==> src/rtl/mem_access_unit_pkg.sv <==
// Shared definitions for the load/store unit: opcodes, FSM states, access classes
// and the decode helpers used both at request acceptance and in the lane logic.
package mem_access_unit_pkg;

  localparam logic [5:0] OP_LB  = 6'h20;
  localparam logic [5:0] OP_LH  = 6'h21;
  localparam logic [5:0] OP_LWL = 6'h22;
  localparam logic [5:0] OP_LW  = 6'h23;
  localparam logic [5:0] OP_LBU = 6'h24;
  localparam logic [5:0] OP_LHU = 6'h25;
  localparam logic [5:0] OP_LWR = 6'h26;
  localparam logic [5:0] OP_SB  = 6'h28;
  localparam logic [5:0] OP_SH  = 6'h29;
  localparam logic [5:0] OP_SWL = 6'h2a;
  localparam logic [5:0] OP_SW  = 6'h2b;
  localparam logic [5:0] OP_SWR = 6'h2e;

  typedef enum logic [1:0] {
    ST_IDLE = 2'd0,
    ST_BUS  = 2'd1,
    ST_DONE = 2'd2
  } state_t;

  typedef enum logic [2:0] {
    MC_NONE  = 3'd0,
    MC_BYTE  = 3'd1,
    MC_HALF  = 3'd2,
    MC_WORD  = 3'd3,
    MC_LEFT  = 3'd4,
    MC_RIGHT = 3'd5
  } mem_class_t;

  function automatic mem_class_t op_class(input logic [5:0] op);
    case (op)
      OP_LB, OP_LBU, OP_SB:   op_class = MC_BYTE;
      OP_LH, OP_LHU, OP_SH:   op_class = MC_HALF;
      OP_LW, OP_SW:           op_class = MC_WORD;
      OP_LWL, OP_SWL:         op_class = MC_LEFT;
      OP_LWR, OP_SWR:         op_class = MC_RIGHT;
      default:                op_class = MC_NONE;
    endcase
  endfunction

  function automatic logic op_is_load(input logic [5:0] op);
    return op inside {OP_LB, OP_LBU, OP_LH, OP_LHU, OP_LW, OP_LWL, OP_LWR};
  endfunction

  // Alignment is judged on the raw address, independent of lane endianness.
  function automatic logic op_misaligned(input logic [5:0] op, input logic [1:0] a);
    mem_class_t c;
    c = op_class(op);
    return ((c == MC_HALF) && a[0]) || ((c == MC_WORD) && (a != 2'b00));
  endfunction

endpackage

==> src/rtl/mem_access_unit_lane.sv <==
// Combinational lane steering: byte enables and write data placement for stores,
// extraction/extension and LWL/LWR merging for loads.
module mem_lane_align
  import mem_access_unit_pkg::*;
#(
  parameter bit BIG_ENDIAN = 1'b0
) (
  input  logic [5:0]  op,
  input  logic [1:0]  a,
  input  logic [31:0] rt,
  input  logic [31:0] rdata,
  output logic [3:0]  sel,
  output logic [31:0] wdata,
  output logic [31:0] load_data
);

  logic [1:0]  e;
  logic [4:0]  sh_e;
  logic [4:0]  sh_l;
  logic [31:0] shr;

  always_comb begin
    if (!BIG_ENDIAN)                e = a;
    else if (op_class(op) == MC_HALF) e = a ^ 2'd2;
    else                            e = a ^ 2'd3;
    sh_e      = {e, 3'b000};
    sh_l      = {~e, 3'b000};   // 8*(3-e)
    shr       = rdata >> sh_e;
    sel       = 4'b0000;
    wdata     = 32'h0;
    load_data = 32'h0;
    case (op)
      OP_LB:  begin sel = 4'b0001 << e; load_data = {{24{shr[7]}}, shr[7:0]}; end
      OP_LBU: begin sel = 4'b0001 << e; load_data = {24'h0, shr[7:0]}; end
      OP_SB:  begin sel = 4'b0001 << e; wdata = {4{rt[7:0]}}; end
      OP_LH:  begin sel = 4'b0011 << e; load_data = {{16{shr[15]}}, shr[15:0]}; end
      OP_LHU: begin sel = 4'b0011 << e; load_data = {16'h0, shr[15:0]}; end
      OP_SH:  begin sel = 4'b0011 << e; wdata = {2{rt[15:0]}}; end
      OP_LW:  begin sel = 4'b1111; load_data = rdata; end
      OP_SW:  begin sel = 4'b1111; wdata = rt; end
      OP_LWL: begin
        sel       = 4'b1111;
        load_data = (rdata << sh_l) | (rt & ~(32'hFFFF_FFFF << sh_l));
      end
      OP_LWR: begin
        sel       = 4'b1111;
        load_data = shr | (rt & ~(32'hFFFF_FFFF >> sh_e));
      end
      OP_SWL: begin sel = 4'b1111 >> ~e; wdata = rt >> sh_l; end
      OP_SWR: begin sel = 4'b1111 << e;  wdata = rt << sh_e; end
      default: ;
    endcase
  end

endmodule

==> src/rtl/mem_access_unit.sv <==
// Load/store unit: accepts one request, runs a single bus transfer with ack timeout,
// and reports the result or exception as a one-cycle pulse.
// Handshake: a request transfers on a rising edge where in_valid && in_ready; in_ready
// is high only in IDLE, and op/addr/rt_data are captured on that edge.
module mem_access_unit
  import mem_access_unit_pkg::*;
#(
  parameter int ADDR_WIDTH = 32,
  parameter bit BIG_ENDIAN = 1'b0,
  parameter int TIMEOUT    = 255
) (
  input  logic                  clk,
  input  logic                  rst,
  input  logic                  in_valid,
  output logic                  in_ready,
  input  logic [5:0]            op,
  input  logic [ADDR_WIDTH-1:0] addr,
  input  logic [31:0]           rt_data,
  output logic                  bus_en,
  output logic                  bus_we,
  output logic [3:0]            bus_sel,
  output logic [ADDR_WIDTH-1:0] bus_addr,
  output logic [31:0]           bus_wdata,
  input  logic [31:0]           bus_rdata,
  input  logic                  bus_ack,
  output logic                  res_valid,
  output logic [31:0]           res_data,
  output logic                  res_wreg,
  output logic                  exc_adel,
  output logic                  exc_ades,
  output logic                  exc_bus,
  output logic [ADDR_WIDTH-1:0] badvaddr,
  output logic                  busy
);

  localparam int CW = (TIMEOUT < 1) ? 1 : $clog2(TIMEOUT + 1);
  localparam logic [CW-1:0] CNT_LAST = CW'(TIMEOUT - 1);

  state_t                state;
  logic [5:0]            op_q;
  logic [ADDR_WIDTH-1:0] addr_q;
  logic [31:0]           rt_q;
  logic [CW-1:0]         cnt;
  logic [3:0]            lane_sel;
  logic [31:0]           lane_wdata;
  logic [31:0]           lane_load;
  logic                  load_q;

  mem_lane_align #(.BIG_ENDIAN(BIG_ENDIAN)) u_lane (
    .op        (op_q),
    .a         (addr_q[1:0]),
    .rt        (rt_q),
    .rdata     (bus_rdata),
    .sel       (lane_sel),
    .wdata     (lane_wdata),
    .load_data (lane_load)
  );

  assign load_q    = op_is_load(op_q);
  assign in_ready  = (state == ST_IDLE);
  assign busy      = (state != ST_IDLE);
  assign bus_en    = (state == ST_BUS);
  assign bus_we    = bus_en && !load_q;
  assign bus_sel   = bus_en ? lane_sel : 4'b0000;
  assign bus_addr  = bus_en ? {addr_q[ADDR_WIDTH-1:2], 2'b00} : '0;
  assign bus_wdata = bus_en ? lane_wdata : 32'h0;

  always_ff @(posedge clk or negedge rst) begin
    if (!rst) begin
      state     <= ST_IDLE;
      op_q      <= 6'h0;
      addr_q    <= '0;
      rt_q      <= 32'h0;
      cnt       <= '0;
      res_valid <= 1'b0;
      res_data  <= 32'h0;
      res_wreg  <= 1'b0;
      exc_adel  <= 1'b0;
      exc_ades  <= 1'b0;
      exc_bus   <= 1'b0;
      badvaddr  <= '0;
    end else begin
      // Result outputs are pulses: cleared every cycle unless entering DONE.
      res_valid <= 1'b0;
      res_data  <= 32'h0;
      res_wreg  <= 1'b0;
      exc_adel  <= 1'b0;
      exc_ades  <= 1'b0;
      exc_bus   <= 1'b0;
      badvaddr  <= '0;
      case (state)
        ST_IDLE: if (in_valid) begin
          op_q   <= op;
          addr_q <= addr;
          rt_q   <= rt_data;
          cnt    <= '0;
          if (op_class(op) == MC_NONE) begin
            state     <= ST_DONE;
            res_valid <= 1'b1;
          end else if (op_misaligned(op, addr[1:0])) begin
            state     <= ST_DONE;
            res_valid <= 1'b1;
            exc_adel  <= op_is_load(op);
            exc_ades  <= !op_is_load(op);
            badvaddr  <= addr;
          end else begin
            state <= ST_BUS;
          end
        end
        ST_BUS: begin
          // An ack on the final counted cycle still completes normally.
          if (bus_ack) begin
            state     <= ST_DONE;
            res_valid <= 1'b1;
            res_wreg  <= load_q;
            res_data  <= load_q ? lane_load : 32'h0;
          end else if (cnt == CNT_LAST) begin
            state     <= ST_DONE;
            res_valid <= 1'b1;
            exc_bus   <= 1'b1;
            badvaddr  <= addr_q;
          end else begin
            cnt <= cnt + 1'b1;
          end
        end
        ST_DONE: state <= ST_IDLE;
        default: state <= ST_IDLE;
      endcase
    end
  end

endmodule

==> config.mk <==
export PLATFORM = sky130hd
export DESIGN_NAME = mem_access_unit
export DESIGN_NICKNAME = d
export VERILOG_FILES = /design/src/rtl/mem_access_unit_pkg.sv /design/src/rtl/mem_access_unit_lane.sv /design/src/rtl/mem_access_unit.sv
export SDC_FILE = /design/constraint.sdc
export NUM_CORES = 1
export LEC_CHECK = 0
export CORE_UTILIZATION = 45
export CTS_CLUSTER_DIAMETER = 100
export DETAILED_ROUTE_END_ITERATION = 16
export MAX_ROUTING_LAYER = met4
export PLACE_DENSITY = 0.75
export RECOVER_POWER = 25
export SYNTH_ARGS = -nofsm -noshare
export SYNTH_HDL_FRONTEND = slang
export SYNTH_SLANG_ARGS = --single-unit
==> constraint.sdc <==
create_clock -name clk -period 5.22 [get_ports clk]
set_input_delay 1.044 -clock clk [delete_from_list [all_inputs] [get_ports clk]]
set_output_delay 1.044 -clock clk [all_outputs]
set_load 0.005 [all_outputs]
# --- After elaboration in Yosys (flattened, before gate mapping) ---
# Index checks and enable logic that the tools add are counted.
classes:
  magnitude_cmp: 0
  mux: 49
  n_eq_ne: 32
  n_reduce_logical: 24
  shifts: 10
  div_mod_pow: 0
  addsub: 1
  multipliers: 0
  n_bitwise: 7
op_table:
  columns: ["op", "n"]
  rows:
  - ["$mux 32", 10]
  - ["$pmux 32 s7", 1]
  - ["$pmux 32 s5", 1]
  - ["$eq 6x6->1 const B", 24]
  - ["$and 32x32->32", 2]
  - ["$not 32->32", 2]
  - ["$or 32x32->32", 2]
  - ["$pmux 32 s2", 1]
  - ["$shl 32x5->32", 2]
  - ["$shr 32x5->32", 2]
  - ["$shl 32x5->32 const A", 1]
  - ["$shr 32x5->32 const A", 1]
  - ["$mux 8", 3]
  - ["$pmux 4 s5", 1]
  - ["$mux 1", 17]
  - ["$pmux 8 s2", 1]
  - ["$mux 3", 5]
  - ["$pmux 3 s5", 1]
  - ["$reduce_bool 7->1", 2]
  - ["$reduce_or 3->1", 4]
  - ["$mux 2", 5]
  - ["$add 8x1->8 const B", 1]
  - ["$eq 8x8->1 const B", 1]
  - ["$eq 3x2->1 const B", 2]
  - ["other kinds (21)", 31]
word_totals:
  word_cells: 135
  out_inout_bits: 141
  mem_bits_rw: 0
  n_memories: 0
  register_bits: 149
  rom_bits: 0
  latchBits: 0

# --- Logic depth before layout (Yosys ltp) ---
# Gate-level depths: netlist of the first run.
depth:
  word_depth: 16
  ltp_mapped: 8
  mapped_depth_nobuf: 6

# --- Cells and area by module ---
# A second synthesis of the first run with hierarchy kept.
unflattened:
  cells_unflattened: 1078
  hier_area_um2: 9506.6
modules_own_cells:
  columns: ["module", "instances", "area_each_um2", "cells_per_inst", "seq_area_each_um2"]
  rows:
  - ["mem_access_unit", 1, 6154.7, 602, 3728.6]
  - ["mem_lane_align", 1, 3352.0, 476, 0.0]

# --- Least setup slack after synthesis of the first run ---
# No wires, ideal clock.
synth_path:
  path_type: "register to output"
  startpoint: "register op_q[4]"
  endpoint: "output bus_wdata[15]"
  t_arrival_ps: 1562
  path_slack_ps: 2614
  stages_incl_launch_ff: 7
  cell_sequence: "dfrtp_1 > nand4bb_1 > clkbuf_1 > nor2_1 > clkbuf_1 > nand4_1 > a21oi_1"
synth_between:
  elab_chain_cells: 3
synth_rtl:
  columns: ["item", "line", "rtl"]
  rows:
  - ["start: declaration", "mem_access_unit.sv:40", "logic [5:0] op_q;"]
  - ["start signal: assignment", "mem_access_unit.sv:93", "op_q <= op;"]
  - ["$eq 6x6->1", "mem_access_unit_lane.sv:32", "case (op)"]
  - ["$pmux 32 s5 (*)", "mem_access_unit_lane.sv:32", null]
  - ["$mux 32 (*)", "mem_access_unit.sv:66", "assign bus_wdata = bus_en ? lane_wdata : 32'h0;"]
  - ["end: declaration", "mem_access_unit.sv:23", "output logic [31:0] bus_wdata,"]
# Every way passes the cells marked *; elsewhere a longest branch is shown, timed or not.

# --- Final worst setup path of the first run ---
layout_path:
  startpoint: "register op_q[2]"
  endpoint: "output bus_sel[1]"
layout_between:
  elab_chain_cells: 4
layout_rtl:
  columns: ["item", "line", "rtl"]
  rows:
  - ["$eq 6x6->1", "mem_access_unit_lane.sv:32", null]
  - ["$reduce_or 4->1 (no source line) or $reduce_or 3->1 (tied branches)", null, null]
  - ["$pmux 4 s5 (*)", "mem_access_unit_lane.sv:32", null]
  - ["$mux 4 (*)", "mem_access_unit.sv:64", "assign bus_sel = bus_en ? lane_sel : 4'b0000;"]
  - ["end: declaration", "mem_access_unit.sv:21", "output logic [3:0] bus_sel,"]
# Marked as above.

==> flow_summary.toml, run 1 <==
[layout]
final_nets = 1375
insertedDiodeCount = 0
final_common_cell = "nand2_1"
instances_no_fill = 1550
final_cell_mix = "271 x nand2_1, 243 x clkdlybuf4s50_1, 147 x dfrtp_1"
drive_above_1_share_pct = 8.59
area_delta_synth_final_pct = 32.9

[synth]
synth.avg_cell_area_um2 = 8.64
synth_fa_ha_area_share_pct = 0.267
synth_compound_area_share_pct = 19.8
synth_top_area_cell = "dfrtp_1"
synthCells = 1083
synth_top_family_by_area = "simple AND/OR/NAND/NOR gates"
yosysWarnings = 0
ys_async_sr_fraction_pct = 100
synth.distinct_cells = 73
synth_edf_count = 0
synthMuxAreaShare_pct = 9.87
yosysSeqAreaShare_pct = 39.9
synth_top_area_share_pct = 39.9
synthSimpleGateAreaFrac_pct = 24.0
synth_area_leaders = "dfrtp_1 40%, nand2_1 11%, mux2i_1 4.8%"
netlist_area_um2 = 9360
synthXorXnorAreaFrac_pct = 0.468
ys_ff_latch = 149
synthFlopType = "dfrtp_1"

[global_route]
grt_use_total_pct = 31.9
grt_pass1_vias = 9068
grt_max_degree = 88
antenna_found_initial = 0
grt_pass1_wl_um = 51000
grt-ovfl-total = 0

[clock_network]
postCtsSetupBuffers = 0
cts_hold_buf = 0
clock_latency_ps = 440
clock-sinks = 149
cts_root_buffer = "clkbuf_16"
cts_buffers = 17
cts-resized-gates = 0
htree_levels = 4
clockBufferDepth = 2
cts_tree = "yes"
clkTransAtPathRegs_ps = 70

[die]
core_um2 = 20300
dieWidth_um = 146
num_rows = 52
die_y_um = 146
ios = 247
start_util_pct = 46.1
die_area_um2 = 21400

[power_and_ir_drop]
power_density_nw_per_um2 = 312
leakagePower_uw = 0.00506
ir_drop_mv = 0.266

[route]
dr_total_vias = 9362
drt-initial-drc-count = 934
drc_errors = 0
drt_first_pass_iters = 7
detail_route.wl_per_cell_um = 21.2
viasPerCell = 6.04
drtAntennaViolNets = 0
wl_um = 32900

[sta]
rsz0062_at_grt = "no"
relSlewSlack_pct = -46.1
clock_skew_ps = 12.1
finalSetupViolations = 0
max_freq_mhz = 218
maxSlewViolCount = 116
hold_viol = 0
worst_pin_slew_ps = 2190
fin_crit_sh_pct = 87.9
min_period_ps = 4590
fin_tns_setup_ps = 0

[min_path]
min_path_type = "flop to flop"

[critical_path]
worstPathArrival_ps = 3540
start_kind = "flop"
worstPathRequired_ps = 4180
worstSetupPathType = "flop to output port"
end_kind = "output port"
cp_max_fo = 24

[place]
place_congestion = 0.941
dp_hpwl_um = 22800
dp.cells = 1518
port-buffer-count = 244

[run_status]
violations = "capacitance limit, slew limit"
status = "finished, violations left"

[run]
drv_cap = 2
==> cells in the mapped netlist (all sizes together) (9+ instances only) <==
| cell type | count |
|---|---|
| nand2 | 272 |
| dfrtp | 149 |
| buf | 57 |
| mux2i | 45 |
| clkbuf | 43 |
| o21ai | 43 |
| a21oi | 40 |
| a22oi | 40 |
| and2 | 37 |
| nor3 | 35 |
| o31ai | 33 |
| nor2 | 32 |
| a31oi | 28 |
| mux2 | 28 |
| nor2b | 28 |
| a22o | 14 |
| o2bb2ai | 14 |
| nand3 | 13 |
| o211ai | 12 |
| inv | 9 |
| nor4 | 9 |
==> state kept, by name, indices dropped and copies added, names as in the netlist <==
name       count
cnt            8
rt_q          32
exc_adel       1
state          2
res_data      32
res_wreg       1
res_valid      1
exc_bus        1
addr_q        32
op_q           6
exc_ades       1
badvaddr      32
==> power by group <==
group | internal [µW] | switching, µW
Sequential | 1270 | 291
Combinational | 481 | 609
Clock | 639 | 582
==> per-layer routing <==
layer	vias up	part of all wire (%)	GRT usage, %
met1	4471	40	41.2
met5	-	0	-
met3	86	12	10.0
met2	559	44	46.3
met4	0	3.4	12.5
li1	4246	-	-
==> critical path: stages (launching register included) <==
cell and delay [ps]:
dfrtp_1 640, nand4bb_1 670, nor2_1 850, nand2_1 130, a31oi_1 240, clkdlybuf4s50_1 560
==> layout make-up <==
class	count	area (µm²)
Clock buffer	17	425
Clock inverter	15	170
Fill cell	1784	7870
Inverter	11	41.3
Multi-Input combinational cell	824	5140
Sequential cell	149	3730
Tap cell	270	338
Timing Repair Buffer	264	2580
==> final timing paths <==
check	startpoint	end	slack (ps)	cells after the start
max	op_q[2]	bus_sel[1]	630	5
min	addr_q[13]	addr_q[13]	490	2
max reg2reg	op_q[0]	res_data[12]	2110	5
min reg2reg	addr_q[13]	addr_q[13]	490	2
max in group asynchronous	rst	rt_q[7]	1660	2
min in group asynchronous	rst	res_data[18]	1220	1
==> cells by family (layout without fill, tap and decap cells) <==
| group | Yosys count | after routing |
|---|---|---|
| other | 1 | 2 |
| adder cells (fa/ha/maj) | 2 | 2 |
| flip-flops | 149 | 149 |
| XOR/XNOR | 5 | 5 |
| AO/OA/AOI/OAI | 268 | 268 |
| multiplexers | 80 | 80 |
| AND/OR/NAND/NOR | 467 | 467 |
| buffers and inverters | 111 | 307 |
==> through the flow <==
stage                     cell area [µm²]  hold WS, ps  total power (µW)  worst slack, ps  util [%]
after floorplan                      9360          459              2230             2610         -
after global placement              11800          474              2610             1170      58.4
after detailed placement            11800          477              2630             1120      58.4
after CTS                           12400          495              3850              647      61.3
after global routing                12400          515              4040              390      61.2
final                               12400          491              3870              632      61.2
Note: power is estimated with default switching activity, not from simulation.
==> inputs of run 2 (changes only) <==
- CORE_UTILIZATION: 45 -> 30
- PLACE_DENSITY: 0.75 -> not set
- clock period: 5.22 -> 5.6 ns (I/O delays scaled with it)
==> run 2 against run 1 <==
Net effect: the run still ends with capacitance limit, slew limit left; clock power is essentially flat; sequential power decreased by 6%; global-route usage shrank 8.6 points; highest routed layer unchanged.
==> flow_summary.toml, run 2 (synthesis gave the netlist of run 1 again) <==
[layout]
multi_input_area_um2 = 5140
seq_area_um2 = 3730
instances_no_fill = 1677
final_nets = 1375
area_delta_synth_final_pct = 34.8
drive_above_1_share_pct = 8.59
final_common_cell = "nand2_1"
num-fill-cells = 3099
final_cell_mix = "271 x nand2_1, 243 x clkdlybuf4s50_1, 147 x dfrtp_1"

[clock_network]
cts_hold_buf = 0
cts_root_buffer = "clkbuf_16"
clock_latency_ps = 440
clkTransAtPathRegs_ps = 70
postCtsSetupBuffers = 0
cts_tree = "yes"
htree_levels = 4
cts_buffers = 17
clock-sinks = 149
cts-resized-gates = 0
clockBufferDepth = 2

[place]
place_congestion = 0.940
port-buffer-count = 244
dp_hpwl_um = 25100
dp.cells = 1643

[critical_path]
worstPathRequired_ps = 4480
r2r_slack_ps = 2430
path_cells = "nand2b_1 -> a32o_1 -> a22oi_1 -> nor2_1 -> clkdlybuf4s50_1"
end_kind = "output port"
worst_r2r_startpoint = "op_q[0]"
reg2reg_to = "res_data[12]"
slowest_stage = "nand2b_1"
cp_max_fo = 22
start_kind = "flop"
cpPeakStageDelay_ps = 890
worstSetupPathType = "flop to output port"
worstPathArrival_ps = 3480
r2r_cells = 5

[die]
num_rows = 64
start_util_pct = 30.5
ios = 247
die_y_um = 179
core_um2 = 30700
dieWidth_um = 179
die_area_um2 = 31900

[power_and_ir_drop]
power_density_nw_per_um2 = 290
p_total_uw = 3660
leakagePower_uw = 0.00508
ir_drop_mv = 0.225

[run]
drv_cap = 1

[global_route]
grt_pass1_vias = 9078
antenna_found_initial = 1
grt_max_degree = 74
grt-ovfl-total = 0
grt_use_total_pct = 23.3
grt_pass1_wl_um = 54300

[min_path]
hold_end = "badvaddr[6]"
holdPathStages = 2
min_path_type = "flop to flop"
hp-start = "addr_q[6]"

[route]
viasPerCell = 5.52
drt-initial-drc-count = 850
drtAntennaViolNets = 0
detail_route.wl_per_cell_um = 21.3
wl_um = 35700
drt_first_pass_iters = 8
drc_errors = 0
dr_total_vias = 9251

[run_status]
violations = "capacitance limit, slew limit"
status = "finished, violations left"

[sta]
hold_viol = 0
max_freq_mhz = 217
maxSlewViolCount = 74
worst_pin_slew_ps = 3550
fin_crit_sh_pct = 82.1
clock_skew_ps = 18.8
rsz0062_at_grt = "no"
fin_tns_setup_ps = 0
relSlewSlack_pct = -137
finalSetupViolations = 0
min_period_ps = 4600
[run 2: cell count changes in the layout (fill, tap and decap cells not counted), sizes merged]
cell,delta
clkbuf,-2
clkdlybuf4s25,+1
buf,+1
diode,+1
inv,+5
clkinvlp,-2
clkinv,-3
[run 2: how the worst max path moves through the flow]
stage / startpoint / endpoint / slack [ps] / cells after the start
finish: op_q[0] / bus_wdata[7] / 1000 / 5
global route: rst / addr_q[0] / 630 / 2
CTS: op_q[0] / bus_wdata[15] / 790 / 5
global placement: op_q[0] / bus_wdata[15] / 1310 / 5
floorplan: op_q[4] / bus_wdata[15] / 2920 / 6
detailed placement: op_q[0] / bus_wdata[15] / 1250 / 5
[run 2: worst max-delay path, delay by kind of cell, from the launching register on]
kind | cells | cell delay (ps)
AND/OR/NAND/NOR | 2 | 1000
buffers and inverters | 1 | 590
AO/OA/AOI/OAI | 2 | 610
flip-flops | 1 | 850
[run 2: cell type report]
class                   instances  area share (%)
inverters                      11           0.327
diodes                          1          0.0198
well taps                     396            3.93
clock inverters                15            1.36
repair buffers                264            20.6
multi-input cells             824            40.8
clock buffers                  17            3.37
flip-flops and latches        149            29.6
[run 2: per-stage QoR]
stage	area (µm²)	util (%)	hold slack, ps	setup slack [ps]
6_report	12600	41.1	496	1000
3_3_place_gp	12000	39.1	474	1310
3_5_place_dp	12000	39.1	481	1250
4_1_cts	12600	41.1	491	788
5_1_grt	12600	41.1	522	625
2_1_floorplan	9360	-	459	2920
[run 2: per-layer routing]
metal	vias up	share of wire [%]	global-route usage, %
li1	4244	-	-
met1	4488	43	30.1
met2	451	45	34.4
met3	68	10	6.78
met4	0	2.7	8.19
met5	-	0	-
[run 2: where the power goes]
group | internal, µW | switching [µW]
Sequential | 1190 | 274
Combinational | 447 | 567
Clock | 605 | 580
==> inputs of run 3 (changes only) <==
- clock period: 5.6 -> 4.4 ns (I/O delays scaled with it)
==> run 3 against run 2 <==
Net effect: the run still ends with capacitance limit, slew limit left; sequential share of layout area decreased by 0.17 points; clock-buffer cell count unchanged; via count decreased by 0.11%; worst hold slack got worse by 0.58 ps; clock power increased by 28%; flip-flop and latch count unchanged; total power increased by 28%; global-route usage decreased by 0.14 points; utilization increased by 0.24 points; critical endpoint is now bus_wdata[15]; largest power group unchanged.
==> flow_summary.toml, run 3 (synthesis gave the netlist of run 1 again) <==
[run_status]
status = "finished, violations left"
violations = "capacitance limit, slew limit"

[route]
wl_met1_um = 14900
wl_met2_um = 16200
highest_layer = "met4"
viasPerCell = 5.48
detail_route.wl_per_cell_um = 21.3
wl_met3_um = 3820
dr_total_vias = 9241
drt_first_pass_iters = 5
drc_errors = 0
wl_um = 35900
drtAntennaViolNets = 0
drt-initial-drc-count = 1017

[sta]
min_period_ps = 4040
maxSlewViolCount = 88
clock_skew_ps = 17.7
max_freq_mhz = 247
worst_pin_slew_ps = 2290
finalSetupViolations = 0
relSlewSlack_pct = -52.4
rsz0062_at_grt = "no"
fin_crit_sh_pct = 91.9
fin_tns_setup_ps = 0
hold_viol = 0

[layout]
drive_above_1_share_pct = 9.31
area_delta_synth_final_pct = 35.6
final_common_cell = "nand2_1"
num-fill-cells = 3064
final_cell_mix = "271 x nand2_1, 243 x clkdlybuf4s50_1, 147 x dfrtp_1"
insertedDiodeCount = 0
final_area_um2 = 12700
utilization_pct = 41.4
final_nets = 1384

[global_route]
grt-ovfl-total = 0
grt_pass1_wl_um = 53900
antenna_found_initial = 0
grt_use_total_pct = 23.1
grt_max_degree = 88
grt_pass1_vias = 9015

[min_path]
min_path_type = "flop to flop"
hold_end = "addr_q[28]"
holdPathStages = 2
hp-start = "addr_q[28]"

[place]
place_congestion = 0.923
port-buffer-count = 244
postPlaceCellArea_um2 = 12100
dp_hpwl_um = 25200

[critical_path]
start_kind = "flop"
worstSetupPathType = "flop to output port"
worst_r2r_startpoint = "addr_q[0]"
reg2reg_to = "res_data[15]"
r2r_slack_ps = 1550
r2r_cells = 5
worstPathArrival_ps = 3160
end_kind = "output port"
worstPathRequired_ps = 3520
cp_max_fo = 15

[clock_network]
clock_latency_ps = 440
clockBufferDepth = 2
postCtsSetupBuffers = 0
cts_root_buffer = "clkbuf_16"
cts_buffers = 17
cts_tree = "yes"
htree_levels = 4
cts_hold_buf = 0
cts-resized-gates = 0
clkTransAtPathRegs_ps = 90
clock-sinks = 149

[die]
start_util_pct = 30.5
die_y_um = 179
core_um2 = 30700
ios = 247
num_rows = 64
dieWidth_um = 179
die_area_um2 = 31900

[power_and_ir_drop]
leakagePower_uw = 0.00512
power_density_nw_per_um2 = 370
ir_drop_mv = 0.235

[run]
drv_cap = 1
-- run 3: worst max-delay path by stage --
| stage | start | to |
|---|---|---|
| finish | op_q[3] | bus_wdata[15] |
| CTS | op_q[3] | bus_wdata[15] |
| floorplan | op_q[4] | bus_wdata[15] |
| global placement | op_q[3] | bus_wdata[15] |
| global route | op_q[3] | bus_wdata[31] |
| detailed placement | op_q[3] | bus_wdata[15] |
-- run 3: area by class of cell --
type / instances / area [µm²] / area share (%)
inverter: 11 / 41.3 / 0.326
multi-input combinational: 824 / 5140 / 40.5
tap: 396 / 495 / 3.91
timing repair buffer: 273 / 2660 / 21.0
clock buffer: 17 / 425 / 3.35
sequential: 149 / 3730 / 29.4
clock inverter: 15 / 184 / 1.45
-- run 3: where the power goes --
part,switching [µW],internal (µW),leakage [µW]
combinational,765,586,0.00287
sequential,309,1510,0.00196
clock,750,771,0.000295
-- run 3: per-layer routing --
layer	up-vias	GRT usage, %
met5	-	-
met4	0	8.23
li1	4256	-
met1	4445	29.3
met3	72	7.42
met2	468	34.4
-- run 3: stage by stage --
step                std cells  hold slack, ps  setup slack (ps)  total power (µW)
global route             1685             516               173              4920
floorplan                1084             459              1960              2640
CTS                      1685             497               389              4700
global placement         1653             474               852              3160
finish                   1685             495               358              4690
detailed placement       1653             477               892              3170
-- run 3: worst max-delay path, cell delays in order (launching register included) --
cell,delay [ps]
dfrtp_1,610
nand4bb_1,540
nor4_1,560
a221oi_1,90
a21oi_1,350
clkdlybuf4s50_1,570
